File: src/rtl/bidir_normalizer.sv
// bidir_normalizer: multi-cycle normalizer that shifts an operand one bit per
// clock toward its leading (dir=0) or trailing (dir=1) one, and reports the
// normalized value together with the number of single-bit shifts applied.
// The shift count it reports is exactly what the companion barrel shifter
// consumes to undo or reproduce the normalization.
module bidir_normalizer #(
    parameter int WIDTH = 8,
    parameter int CNT_W = 3     // must equal $clog2(WIDTH)
) (
    input  logic             clk,
    input  logic             rst_n,
    input  logic             start,
    input  logic [WIDTH-1:0] in,
    input  logic             dir,
    output logic [WIDTH-1:0] out,
    output logic [CNT_W-1:0] shamt,
    output logic             zero,
    output logic             busy,
    output logic             done
);

    localparam logic [1:0] IDLE  = 2'd0;
    localparam logic [1:0] SHIFT = 2'd1;
    localparam logic [1:0] DONE  = 2'd2;

    logic [1:0]       state_reg;
    logic [WIDTH-1:0] data_reg;
    logic             dir_reg;
    logic [CNT_W-1:0] count_reg;
    logic [WIDTH-1:0] out_reg;
    logic [CNT_W-1:0] shamt_reg;
    logic             zero_reg;

    // The bit that terminates the search: MSB when normalizing left, LSB when
    // normalizing right. A nonzero operand always reaches it within WIDTH-1
    // shifts, so the count can never wrap.
    logic hit;
    assign hit = dir_reg ? data_reg[0] : data_reg[WIDTH-1];

    // Control FSM, working shift register and result registers. Results are
    // written only on entry to DONE so intermediate shift values never show.
    always_ff @(posedge clk or negedge rst_n) begin
        if (!rst_n) begin
            state_reg <= IDLE;
            data_reg  <= '0;
            dir_reg   <= 1'b0;
            count_reg <= '0;
            out_reg   <= '0;
            shamt_reg <= '0;
            zero_reg  <= 1'b0;
        end else begin
            case (state_reg)
                IDLE: begin
                    if (start) begin
                        if (in == '0) begin
                            // Nothing to search for: finish immediately.
                            out_reg   <= '0;
                            shamt_reg <= '0;
                            zero_reg  <= 1'b1;
                            state_reg <= DONE;
                        end else begin
                            data_reg  <= in;
                            dir_reg   <= dir;
                            count_reg <= '0;
                            state_reg <= SHIFT;
                        end
                    end
                end
                SHIFT: begin
                    if (hit) begin
                        out_reg   <= data_reg;
                        shamt_reg <= count_reg;
                        zero_reg  <= 1'b0;
                        state_reg <= DONE;
                    end else begin
                        data_reg  <= dir_reg ? (data_reg >> 1) : (data_reg << 1);
                        count_reg <= count_reg + CNT_W'(1);
                    end
                end
                DONE: begin
                    // Always pass through IDLE; start is not sampled here.
                    state_reg <= IDLE;
                end
                default: begin
                    state_reg <= IDLE;
                end
            endcase
        end
    end

    // Status and results come straight from registers: no input-to-output path.
    assign busy  = (state_reg != IDLE);
    assign done  = (state_reg == DONE);
    assign out   = out_reg;
    assign shamt = shamt_reg;
    assign zero  = zero_reg;

endmodule
File: config.mk
export PLATFORM = sky130hd
export DESIGN_NAME = bidir_normalizer
export DESIGN_NICKNAME = d
export VERILOG_FILES = /design/src/rtl/bidir_normalizer.sv
export SDC_FILE = /design/constraint.sdc
export NUM_CORES = 1
export LEC_CHECK = 0
export BUFFER_PORTS_ARGS = -buffer_cell sky130_fd_sc_hd__clkbuf_2
export CELL_PAD_IN_SITES_DETAIL_PLACEMENT = 0
export CELL_PAD_IN_SITES_GLOBAL_PLACEMENT = 1
export CORE_MARGIN = 1
export CORE_UTILIZATION = 38
export DETAILED_ROUTE_END_ITERATION = 12
export PLACE_DENSITY_LB_ADDON = 0.1
export SLEW_MARGIN = 25
export SYNTH_ARGS = -nofsm -noshare
export SYNTH_HDL_FRONTEND = slang
export SYNTH_SLANG_ARGS = --single-unit
File: constraint.sdc
create_clock -name clk -period 1.71 [get_ports clk]
set_input_delay 0.0855 -clock clk [delete_from_list [all_inputs] [get_ports clk]]
set_output_delay 0.0855 -clock clk [all_outputs]
set_load 0.01 [all_outputs]
Word-level counts from Yosys, hierarchy flattened
Index checks and enable logic that the tools add are counted.
{ "word_totals": {"register_bits": 26, "latch_bits": 0, "ramBits": 0, "romBits": 0, "inputBits": 12, "out_inout_bits": 14, "wordCells": 50, "mem_count": 0} }
{ "classes": {"n_addsub": 1, "multipliers": 0, "n_div": 0, "order_cmp": 0, "n_eq_ne": 7, "n_shift": 0, "muxes": 26, "bitwise": 1, "n_reduce_logical": 8} }
{ "op_table": {"columns": ["operator", "count"], "rows": [
  ["8-bit 2-to-1 mux", 7],
  ["8-bit one-hot mux with 2 select lines", 2],
  ["3-bit 2-to-1 mux", 6],
  ["3-bit one-hot mux with 2 select lines", 2],
  ["2-bit inequality test, second input constant", 5],
  ["8-bit zero test", 1],
  ["4-bit AND reduction", 2],
  ["2-bit 2-to-1 mux", 3],
  ["1-bit 2-to-1 mux", 4],
  ["2-bit one-hot mux with 2 select lines", 1],
  ["2-bit nonzero test", 2],
  ["3-bit by 1-bit adder with 3-bit output, second input constant", 1],
  ["3-bit AND reduction", 1],
  ["2-bit by 1-bit equality test with 1-bit output, second input constant", 1],
  ["2-bit equality test, second input constant", 1],
  ["2-bit zero test", 1],
  ["1-bit one-hot mux with 2 select lines", 1],
  ["2-bit AND reduction", 1],
  ["1-bit inverter", 1]
]} }

Longest topological paths before layout
Gate-level depths: netlist (run 1).
{ "logic_depth": {"ltp_word": 4, "depth_mapped": 6, "mapped_depth_nobuf": 4} }

Least setup slack after synthesis (run 1)
OpenSTA, ideal clock, no wires.
{ "synth_path": {"path_kind": "reg2reg", "start": "register dir_reg", "end": "register count_reg[2]", "setup_time_ps": 124, "arrival_time_ps": 1483, "required_ps": 1586, "slack_ps": 103, "path_stages_with_launch": 7, "n_path_buf": 2, "period_less_slack_ps": 1607, "path_cell_list": "dfrtp_1 > buf_4 > mux2i_4 > nand2b_4 > a22o_2 > buf_6 > a211o_1"} }
{ "synth_via": {"elab_chain_len": 3} }
{ "synth_lines": {"columns": ["element", "line", "source"], "rows": [
  ["from (decl)", "28", "logic dir_reg;"],
  ["from (signal assigned)", "63", "dir_reg <= dir;"],
  ["1-bit 2-to-1 mux", "38", "assign hit = dir_reg ? data_reg[0] : data_reg[WIDTH-1];"],
  ["2-bit inequality test (no source line)", null, null],
  ["4-bit AND reduction (no source line)", null, null],
  ["to (signal assigned)", "77", "count_reg <= count_reg + CNT_W'(1);"],
  ["to (decl)", "29", "logic [CNT_W-1:0] count_reg;"]
]} }
Every way passes these cells.
A chain may end at the register's enable or synchronous reset.

Final worst setup path (run 1)
{ "layout_path": {"start": "register state_reg[1]", "end": "register shamt_reg[0] (netlist: shamt[0])"} }
{ "layout_via": {"elab_chain_len": 3, "word_cells_on_any_way": 8, "classes_between": "eq/ne: 4; mux: 1; reduce/logical: 3"} }
{ "layout_lines": {"columns": ["element", "line", "source"], "rows": [
  ["from (decl)", "26", "logic [1:0] state_reg;"],
  ["from (signal assigned)", "44", "state_reg <= IDLE;"],
  ["from (signal assigned)", "60", "state_reg <= DONE;"],
  ["from (signal assigned)", "65", "state_reg <= SHIFT;"],
  ["2-bit by 1-bit equality test with 1-bit output or 2-bit zero test (tied branches)", "52", "case (state_reg)"],
  ["2-bit inequality test (no source line) or 2-bit nonzero test (tied branches)", null, null],
  ["4-bit AND reduction (no source line)", null, null],
  ["to (signal assigned)", "72", "shamt_reg <= count_reg;"],
  ["to (decl)", "31", "logic [CNT_W-1:0] shamt_reg;"]
]} }
Parallel ways exist; a longest one is shown, timed or not.

==> flow_summary_export.csv, run 1 <==
group,metric,value,unit
yosys,ys_warn_count,0,
cts,post-cts-setup-buffer-count,0,
global_routing,met1_usage,23.3,%
sta,relSlewSlack,56.9,%
critical_path,r2r_cells,5,
critical_path,worstPathCellList,"nand2b_1 -> buf_4 -> nor3_1 -> buf_4 -> a22o_1",
critical_path,end_kind,"flop",
critical_path,path_max_fanout,18,
sta,setup_viol,0,
yosys,synthesis.area,0.00126,mm²
die,design.die.area,0.00356,mm²
critical_path,worstPathBufferInverterCount,2,
power,p_per_area,1900,mW/mm²
final_layout,final_nets,154,
routing,routed_wl,2520,µm
global_routing,grt.busiest_layer,"met2",
placement,dp_hpwl,1950,µm
global_routing,first_global_vias,848,
yosys,yosysTopAreaCellShare,51.4,%
critical_path,cp_common_cell,"buf_4",
yosys,async_reset_ff_share,100,%
cts,cts_tree,"built",
cts,numCtsBuffers,3,
final_layout,drive_gt1_share,32.1,%
die,die_h,59.7,µm
critical_path,cp_data_required_time,1.97,ns
yosys,synth.distinct_cells,28,
die,pin_count,26,
sta,tightest_slew,0.646,ns
sta,slew_violations,0,
cts,clk_pin_slew,0.14,ns
routing,postRouteAntennaNets,0,
critical_path,crit_arrival,1.81,ns
cts,cts_max_level,1,
placement,placed_area,0.00144,mm²
sta,max_freq,646,MHz
die,fp.dieW,59.7,µm
routing,firstDrtPassIters,4,
die,fp-row-count,20,
global_routing,overflow,0,
yosys,ys_seq_area_share,51.4,%
yosys,synth_most_common_cell,"dfrtp_1",
global_routing,met3_usage,2.60,%
sta,finalSetupTns,0,ns
routing,wl_per_cell,13.7,µm
global_routing,antenna_found_initial,0,
critical_path,startpoint_type,"flop",
routing,dr_total_vias,907,
power,power_leakage,0.812,nW
critical_path,cpPeakStageDelay,0.44,ns
yosys,ys.flop_type,"dfrtp_1",
cts,clkLatencyLatePin,0.31,ns
worst_hold_path,worstHoldPathType,"input pin to flop",
yosys,netlist_instances,109,
global_routing,grt_pass1_wl,4220,µm
sta,fin_crit,1.55,ns
power,p_total,0.00288,W
sta,skew,0.00287,ns
outcome,status,"completed",
yosys,syn_nets,122,
cts,cts_root_buf,"clkbuf_4",
critical_path,cpLargestDelayFamily,"simple AND/OR/NAND/NOR gates",
cts,cts_sinks,26,
final_layout,antenna_cells,0,
critical_path,criticalPathCategory,"flop to flop",
routing,first_iter_violations,23,
final_layout,area_growth_syn_to_layout,19.9,%
final_layout,fin_area,0.00152,mm²
critical_path,cp_num_cells,5,
global_routing,met2_usage,24.9,%
yosys,avgSynthCellArea,11.6,µm²
yosys,synth_edf_count,0,
routing,drcViolationCount,0,
placement,portBuffers,25,
sta,rsz0062_at_grt,"false",
sta,min_period_over_period,90.5,%
critical_path,crit_slowest_cell,"dfrtp_1",
placement,gp_congestion,0.767,
cts,clockBufferDepth,2,
flow_run,maxCapViolations,0,
yosys,ys_ff_latch,26,
yosys,synth_top_cell_by_area,"dfrtp_1",
global_routing,track_usage,16.3,%
sta,hold_violations,0,
die,core_area,0.00310,mm²
routing,viasPerCell,4.93,
global_routing,grt_max_degree,27,
power,peakVddDrop,0.000664,V
worst_hold_path,hold_depth,3,
yosys,synthTopCellsByCount,"26 x dfrtp_1, 12 x a22o_1, 12 x mux2i_1",
critical_path,rrSetupSlack,0.16,ns
die,initial_utilization,40.8,%
yosys,synth_area_leaders,"dfrtp_1 51%, mux2i_1 9.5%, a22o_1 8.3%, a21oi_1 3.2%, nor2_1 3.0%",
==> where the power goes <==
part / switching, W / internal, W
clock network: 0.000175 / 0.000237
logic: 0.000669 / 0.000670
registers: 0.000251 / 0.000881
==> cell families (layout without fill, tap and decap cells) <==
kind of cell             Yosys count  in the layout  share of synthesized area (%)
flip-flops                        26             26                           51.4
AO/OA/AOI/OAI                     25             25                           14.6
AND/OR/NAND/NOR                   23             23                           10.9
multiplexers                      17             17                           15.1
buffers and inverters             17             48                           6.92
adder cells (fa/ha/maj)            1              1                          0.989
==> worst paths after layout <==
check / to / start
worst max-delay path: shamt[0]$_DFFE_PN0P_ / state_reg[1]$_DFFE_PN0P_
worst min-delay path: data_reg[4]$_DFFE_PN0P_ / in[4]
worst max register to register: shamt[0]$_DFFE_PN0P_ / state_reg[1]$_DFFE_PN0P_
worst min register to register: out[0]$_DFFE_PN0P_ / out[0]$_DFFE_PN0P_
max in group asynchronous: out[0]$_DFFE_PN0P_ / rst_n
min in group asynchronous: state_reg[1]$_DFFE_PN0P_ / rst_n
==> through the flow <==
stage | std cells | hold WS, ns | setup WS [ns] | utilization, %
after floorplan | 109 | -0.210 | 0.103 | -
after global placement | 178 | 0.137 | 0.120 | 46.5
after detailed placement | 178 | 0.145 | 0.0652 | 46.5
after CTS | 184 | 0.0591 | 0.155 | 48.9
after global routing | 184 | 0.0811 | 0.0667 | 48.9
final | 184 | 0.0609 | 0.162 | 48.9
==> layout by cell type, fill, tap and decap left out, types with 3 or more instances in the layout <==
cell	netlist	layout
dfrtp_1	26	26
mux2i_1	12	12
inv_1	9	9
mux2_1	3	3
a22o_1	12	12
a21oi_1	8	8
clkbuf_4	0	3
buf_4	2	6
nor2_1	10	10
clkbuf_2	0	25
nand2_1	4	4
==> worst min-delay path, stage by stage <==
cell and delay, ns:
clkbuf_2 0.09, a21oi_1 0.05, mux2i_1 0.10
==> routing by layer <==
| layer | wire (µm) | vias to the layer above | part of all wire, % |
|---|---|---|---|
| met4 | 16 | 0 | 0.64 |
| met5 | 0 | - | 0 |
| met1 | 1200 | 444 | 48 |
| met2 | 1220 | 18 | 49 |
| li1 | - | 443 | - |
| met3 | 74 | 2 | 2.9 |
==> what timing repair did <==
action,4_1_cts,5_1_grt
endpoints found under the setup margin,0,0
hold buffers,2,0
gates resized for setup,0,0
endpoints found under the hold margin,27,0
==> layout make-up <==
| class | instances | area (µm²) |
|---|---|---|
| timing repair buffer | 33 | 190 |
| fill | 318 | 1590 |
| clock inverter | 1 | 30.0 |
| clock buffer | 3 | 22.5 |
| sequential | 26 | 651 |
| inverter | 11 | 41.3 |
| tap | 44 | 55.1 |
| multi-input combinational | 66 | 527 |
Power figures use the tool's default switching activity.
==> run 2, diff against run 1 <==
CORE_ASPECT_RATIO = 0.8   (was unset)
RECOVER_POWER = 50   (was unset)
==> flow_summary_export.csv, run 2 (synthesis gave the netlist of run 1 again) <==
group,metric,value,unit
critical_path,startpoint_type,"flop",
placement,gp_congestion,0.744,
sta,skew,0.00442,ns
routing,routed_wl,2550,µm
routing,drcViolationCount,0,
final_layout,mostFrequentLayoutCell,"dfrtp_1",
cts,cts_resized,0,
power,power_leakage,0.774,nW
power,p_per_area,1910,mW/mm²
final_layout,final_nets,154,
cts,cts_root_buf,"clkbuf_8",
cts,clkLatencyLatePin,0.27,ns
cts,clk_pin_slew,0.09,ns
sta,setup_viol,0,
critical_path,rrSetupSlack,0.12,ns
placement,post-place-ws,0.0966,ns
worst_hold_path,worstHoldPathType,"input pin to flop",
die,design.die.area,0.00357,mm²
outcome,status,"completed",
sta,slew_violations,0,
final_layout,multi_input_area,527,µm²
cts,numCtsBuffers,3,
sta,relSlewSlack,55.7,%
placement,portBuffers,25,
sta,rsz0062_at_grt,"false",
worst_hold_path,worstHoldStart,"dir",
final_layout,num-fill-cells,301,
sta,holdWs,0.0326,ns
cts,cts_sinks,26,
sta,fin_ws,0.121,ns
flow_run,maxCapViolations,0,
cts,clockBufferDepth,2,
routing,first_iter_violations,39,
critical_path,cpLargestDelayFamily,"multiplexers",
placement,dp_hpwl,1880,µm
critical_path,path_max_fanout,7,
worst_hold_path,worstHoldEndpoint,"dir_reg$_DFFE_PN0P_",
sta,max_freq,629,MHz
global_routing,antenna_found_initial,0,
die,fp.dieW,66.5,µm
critical_path,worstPathCellList,"mux2i_4 -> nand2b_4 -> a22o_2 -> buf_4 -> mux2_4",
sta,finalSetupTns,0,ns
die,core_area,0.00313,mm²
critical_path,worstPathBufferInverterCount,1,
critical_path,crit_arrival,1.75,ns
final_layout,antenna_cells,0,
cts,post-cts-setup-buffer-count,0,
cts,cts_max_level,1,
final_layout,area_growth_syn_to_layout,18.3,%
die,pin_count,26,
critical_path,criticalPathCategory,"flop to flop",
routing,wl_per_cell,14.1,µm
sta,tightest_slew,0.664,ns
critical_path,r2r_end,"count_reg[0]$_DFFE_PN0P_",
critical_path,cp_data_required_time,1.87,ns
sta,hold_violations,0,
critical_path,rr_startpoint,"dir_reg$_DFFE_PN0P_",
routing,dr_total_vias,880,
routing,firstDrtPassIters,4,
die,initial_utilization,40.4,%
power,peakVddDrop,0.000896,V
final_layout,seq_area,651,µm²
global_routing,overflow,0,
critical_path,crit_slowest_cell,"dfrtp_1",
global_routing,grt_pass1_wl,4200,µm
global_routing,first_global_vias,849,
final_layout,drive_gt1_share,24.3,%
cts,cts_tree,"built",
global_routing,grt_max_degree,27,
critical_path,r2r_cells,5,
sta,min_period_over_period,92.9,%
final_layout,layout_common_cells,"26 x dfrtp_1, 13 x clkbuf_2, 12 x mux2i_1, 12 x a22o_1, 12 x clkbuf_1",
routing,viasPerCell,4.89,
sta,fin_crit,1.59,ns
critical_path,end_kind,"flop",
die,fp-row-count,18,
die,die_h,53.6,µm
critical_path,cpPeakStageDelay,0.41,ns
global_routing,track_usage,16.7,%
worst_hold_path,hold_depth,2,
routing,postRouteAntennaNets,0,
run 2: changes by cell type in the layout (fill, tap and decap cells not counted), sizes merged:
cell	delta
buf	+1
dlygate4sd3	-1
bufinv	-1
clkbuf	+1
run 2: cell type report:
class | instances | share of cell area, %
sequential | 26 | 43.5
multi-input combinational | 66 | 35.2
timing repair buffer | 33 | 11.5
clock buffer | 4 | 3.68
tap | 40 | 3.34
inverter | 11 | 2.76
run 2: worst max-delay path by stage:
stage                              startpoint  cells after the start  slack, ns                        to
after global placement                  in[2]                      6       0.10   data_reg[3]$_DFFE_PN0P_
after CTS                 dir_reg$_DFFE_PN0P_                      5       0.11  count_reg[0]$_DFFE_PN0P_
after floorplan           dir_reg$_DFFE_PN0P_                      6       0.10  count_reg[2]$_DFFE_PN0P_
final                     dir_reg$_DFFE_PN0P_                      5       0.12  count_reg[0]$_DFFE_PN0P_
after global routing      dir_reg$_DFFE_PN0P_                      5       0.05  count_reg[0]$_DFFE_PN0P_
after detailed placement                in[2]                      5        0.1   data_reg[0]$_DFFE_PN0P_
run 2: per-stage QoR:
stage	cell area, µm²	cells	util (%)	power (W)
2_1_floorplan	1260	109	-	0.00212
5_1_grt	1500	180	47.8	0.00310
3_5_place_dp	1450	175	46.2	0.00251
4_1_cts	1510	180	48.3	0.00292
3_3_place_gp	1450	175	46.2	0.00251
6_report	1500	180	47.8	0.00286
run 2: metal layers:
layer | share of wire, % | global-route usage, % | up-vias | wire length (µm)
met3 | 4.0 | 4.45 | 2 | 102
met4 | 0.71 | 4.26 | 0 | 18
met1 | 55 | 25.9 | 415 | 1400
met2 | 40 | 22.4 | 19 | 1030
li1 | - | - | 444 | -
met5 | 0 | 0 | - | 0
run 2: timing repair:
action,CTS,global route
hold buffers,1,0
setup endpoints to repair,0,0
hold endpoints to repair,26,0
run 2: where the power goes:
part           internal [W]  total (W)  leakage [nW]  switching (W)
logic              0.000659    0.00134         0.410       0.000684
registers          0.000883    0.00113         0.335       0.000244
clock network      0.000206   0.000394        0.0288       0.000189
run 2: worst register-to-register path, cell delays in order (launching register included):
cell and delay [ns]:
dfrtp_1 0.41, mux2i_4 0.29, nand2b_4 0.08, a22o_2 0.28, buf_4 0.17, mux2_4 0.25
